$ cat src/rtl/ripple_borrow_subtractor.sv
// ripple_borrow_subtractor
//
// Pipelined bit-sliced ripple-borrow subtractor. It computes
// {bout, diff} = {1'b0, a} - {1'b0, b} - bin. One bit slice is evaluated
// per clock stage, and the borrow advances one slice per cycle. A new
// operand pair can enter on every cycle. The aligned result appears WIDTH
// edges after the edge that samples the operands.
//
// Ports:
//   clk        rising-edge clock
//   rst_n      asynchronous active-low reset; clears every register
//   in_valid   operand pair present this cycle
//   a, b, bin  minuend, subtrahend, borrow in
//   out_valid  diff/bout hold a completed result this cycle
//   diff       (a - b - bin) mod 2^WIDTH, held between results
//   bout       borrow out (1 iff a < b + bin), held between results
//
// Valid/ready semantics: there is no ready. Every cycle with in_valid=1 is
// accepted. Each accepted operation produces exactly one out_valid=1 cycle.
// Each idle cycle produces exactly one out_valid=0 cycle. Order is
// preserved, and the consumer must take every result.
//
// Stage k register contents:
//   - operand bits k..WIDTH-1, which form the input skew;
//   - the borrow entering slice k;
//   - diff bits 0..k-1 already produced, which form the output deskew.
// Slice k reads its operand bits and its borrow, and its result is
// registered into stage k+1. Slice WIDTH-1 feeds the output registers.
// Operand bits below k and diff bits at or above k in stage k are not
// used by the datapath.
module ripple_borrow_subtractor #(
  parameter int WIDTH = 4
) (
  input  logic             clk,
  input  logic             rst_n,
  input  logic             in_valid,
  input  logic [WIDTH-1:0] a,
  input  logic [WIDTH-1:0] b,
  input  logic             bin,
  output logic             out_valid,
  output logic [WIDTH-1:0] diff,
  output logic             bout
);

  // Valid token per stage. A stage's data loads only with a valid token,
  // so idle cycles leave the pipeline data untouched.
  logic [WIDTH-1:0] v;

  logic [WIDTH-1:0] a_s  [WIDTH];
  logic [WIDTH-1:0] b_s  [WIDTH];
  logic [WIDTH-1:0] d_s  [WIDTH];
  logic [WIDTH-1:0] br_s;

  // Result of slice k: the diff vector with bit k filled in, and the borrow
  // passed to slice k+1.
  logic [WIDTH-1:0] d_nxt [WIDTH];
  logic [WIDTH-1:0] br_nxt;

  always_comb begin
    for (int k = 0; k < WIDTH; k++) begin
      d_nxt[k]    = d_s[k];
      d_nxt[k][k] = a_s[k][k] ^ b_s[k][k] ^ br_s[k];
      br_nxt[k]   = (~a_s[k][k] & b_s[k][k]) |
                    (~(a_s[k][k] ^ b_s[k][k]) & br_s[k]);
    end
  end

  always_ff @(posedge clk or negedge rst_n) begin
    if (!rst_n) begin
      v         <= '0;
      br_s      <= '0;
      out_valid <= 1'b0;
      diff      <= '0;
      bout      <= 1'b0;
      for (int k = 0; k < WIDTH; k++) begin
        a_s[k] <= '0;
        b_s[k] <= '0;
        d_s[k] <= '0;
      end
    end else begin
      v         <= {v[WIDTH-2:0], in_valid};
      out_valid <= v[WIDTH-1];

      // Stage 0 captures the full operands. bin is the borrow into slice 0.
      if (in_valid) begin
        a_s[0]  <= a;
        b_s[0]  <= b;
        d_s[0]  <= '0;
        br_s[0] <= bin;
      end

      for (int k = 1; k < WIDTH; k++) begin
        if (v[k-1]) begin
          a_s[k]  <= a_s[k-1];
          b_s[k]  <= b_s[k-1];
          d_s[k]  <= d_nxt[k-1];
          br_s[k] <= br_nxt[k-1];
        end
      end

      // The last slice finishes the diff and produces the final borrow.
      // Both hold while no result is delivered.
      if (v[WIDTH-1]) begin
        diff <= d_nxt[WIDTH-1];
        bout <= br_nxt[WIDTH-1];
      end
    end
  end

endmodule

$ cat config.mk
export PLATFORM = sky130hd
export DESIGN_NAME = ripple_borrow_subtractor
export DESIGN_NICKNAME = d
export VERILOG_FILES = /design/src/rtl/ripple_borrow_subtractor.sv
export SDC_FILE = /design/constraint.sdc
export NUM_CORES = 1
export LEC_CHECK = 0
export ABC_AREA = 1
export CORE_MARGIN = 2
export CORE_UTILIZATION = 61
export CTS_BUF_LIST = sky130_fd_sc_hd__clkbuf_4
export CTS_CLUSTER_DIAMETER = 120
export CTS_CLUSTER_SIZE = 28
export DETAILED_ROUTE_END_ITERATION = 6
export PLACE_DENSITY = 0.86
export SKIP_LAST_GASP = 1
export SLEW_MARGIN = 20
export SYNTH_ARGS = -nofsm -noshare
export SYNTH_HDL_FRONTEND = slang
export SYNTH_SLANG_ARGS = --single-unit
$ cat constraint.sdc
create_clock -name clk -period 3.08 [get_ports clk]
set_input_delay 0.616 -clock clk [delete_from_list [all_inputs] [get_ports clk]]
set_output_delay 0.616 -clock clk [all_outputs]
set_load 0.005 [all_outputs]
==> out/qor.txt <==
# nets final = 206
Slew Limit Fails = 0
CP top delay family = buffers and inverters
Post-synth net total = 185
Crit end category = primary output
F_max = 553 MHz
Clock transition at path regs = 0.11 ns
Total CTS buffers = 5
CP peak stage delay = 0.50 ns
Number of global-route vias before repair = 1044
Peak supply drop = 0.000459 V
WP data required = 2.46 ns
P_int = 0.793 mW
Routed Antenna Nets = 0
Sequential-to-total area share from yosys stat = 0.635
Pin count of the biggest net entering global routing = 41
CTS tree = done
Skew-Pair Late Insertion Delay = 0.33 ns
Reg power frac = 0.601
Clock share of power = 0.241
I/O pins = 18
Post-route insts no fill = 221
Area grow syn2layout = 14.3%
Sum Neg Setup Slack = 0 ns
Vias = 1083
Switching Fraction = 0.265
Mapped Cells = 169
Post-synthesis register bit count = 40
Synth cell types = 7
Commonest non-fill, non-tap cell in the layout = nand2_1
Cells after DPL = 213
DRT iter0 DRCs = 14
Multi-input logic area = 474 um^2
Grt total ovfl = 0
Register area = 1000 um^2
CP arrival = 1.19 ns
Fill count = 189
ANT cells = 0
Worst Setup Slack, final = 1.27 ns
Initial antenna violation count = 0
Post-CTS Hold Fix Bufs = 0
Final Setup Violations = 0
Overall Power = 1.08 mW
Crit share post-route = 0.587
Port Buf Inserts = 17
Crit path time final = 1.81 ns
Area post-placement = 1740 um^2
Final GP Congestion = 0.725
Wire length per cell = 10.6 um
CTS root buffer = clkbuf_4
Startpoint Class = flip-flop
Cell taking the most area after synthesis = dfrtp_1
Post-DP HPWL = 1770 um
WL final = 2340 um
DRC Markers = 0
Post-CTS setup buffer count = 0
Final Hold Vio Count = 0
DRT Pass-1 Iters = 4
Most frequent cells in the layout = 105 x nand2_1, 40 x dfrtp_1, 16 x clkdlybuf4s50_1
Skew final = 0.00543 ns
Starting density of the core = 0.642
CTS Buffer Depth = 2
Yosys warning total = 0
Hold WC Path Type = in -> async
First-pass GRT wire length = 4150 um
Global Route Usage Sum = 0.205
Critical path class = reg -> out
Fin area = 1800 um^2
Die width = 54.8 um
Slowest-stage cell, CP = clkdlybuf4s50_1
Share of layout cells above drive strength 1 = 0.0628
CTS resizes = 0
Max-slew headroom = 0.441
Sw Pwr = 0.286 mW
CTS sink count = 40
Maxcap violations = 0
Mapped Area = 1580 um^2
Crit path max fanout = 2
Worst path bufs/invs = 1
Crit path cell chain = clkdlybuf4s50_1
Die Ht = 54.8 um
Pre-CTS setup slack = 1.39 ns
Logic pwr share = 0.158
Top cells by area, synth = dfrtp_1 64%, nand2_1 25%, fa_1 5.1%
Outcome = finished clean
LEAKAGE = 0.998 nW
Least-Margin Pin Slew = 0.838 ns
PwrDens = 599 nW/um^2
Unrepaired setup endpoints after global routing = false
Core Region = 2450 um^2
Post-synth top area share = 0.635
Row cnt = 18
Die ar. = 3000 um^2
Htree depth = 2
Vias per std cell = 4.90
Syn_area_per_cell = 9.32 um^2
## worst paths after layout
path	from	cells after the start	end	slack, ns
min in group clk	d_nxt[0]$_DFFE_PN0P_	2	diff[0]$_DFFE_PN0P_	0.48
max reg2reg	a_s[6]$_DFFE_PN0P_	3	d_nxt[2]$_DFFE_PN0P_	1.94
max	diff[1]$_DFFE_PN0P_	1	diff[1]	1.27
min reg2reg	d_nxt[0]$_DFFE_PN0P_	2	diff[0]$_DFFE_PN0P_	0.48
min	rst_n	1	out_valid$_DFF_PN0_	0.37
max in group asynchronous	rst_n	1	b_s[13]$_DFFE_PN0P_	2.18
## metal layers
metal,up-vias,part of all wire,track usage
met3,7,0.047,0.0574
met2,27,0.54,0.373
li1,537,-,-
met4,0,0.018,0.104
met5,-,0,0
met1,512,0.39,0.213
## sequential cells by signal, summed over array words and instances, names as in the netlist
signal     flops
out_valid      1
d_nxt          6
br_s           4
a_s           10
v              4
bout           1
diff           4
b_s           10
## through the flow
step                hold WS, ns  utilization
floorplan                 0.320            -
global placement          0.453        0.710
detailed placement        0.458        0.710
CTS                       0.396        0.733
global route              0.454        0.733
finish                    0.374        0.733
## worst reg2reg max path, cell delays in order (launching register included)
cell and delay, ns:
dfrtp_1 0.42, fa_1 0.54, nand2_1 0.06, nand2_1 0.07
## synth_stat cells
| library cell | number |
|---|---|
| nand2_1 | 105 |
| dfrtp_1 | 40 |
| inv_1 | 13 |
| fa_1 | 4 |
| buf_6 | 3 |
| inv_2 | 3 |
| inv_4 | 1 |
## power groups by stage
stage	logic [mW]	clock network [mW]	registers [mW]
final	0.170	0.260	0.649
after global routing	0.203	0.288	0.659
after CTS	0.175	0.263	0.649
after detailed placement	0.175	0	0.659
after global placement	0.164	0	0.656
after floorplan	0.0992	0	0.649
## cell type report
class,instances,area share
Timing Repair Buffer,17,0.0917
Multi-Input combinational cell,109,0.263
Inverter,17,0.0368
Tap cell,30,0.0208
Clock buffer,7,0.0292
Sequential cell,40,0.556
Clock inverter,1,0.00208
## cell families after synthesis
group / after synthesis / share of synthesized area
adders and majority gates: 4 / 0.0508
and+or+nand+nor: 105 / 0.250
DFF: 40 / 0.635
buffers and inverters: 20 / 0.0635
(Power assumes the default switching activity.)
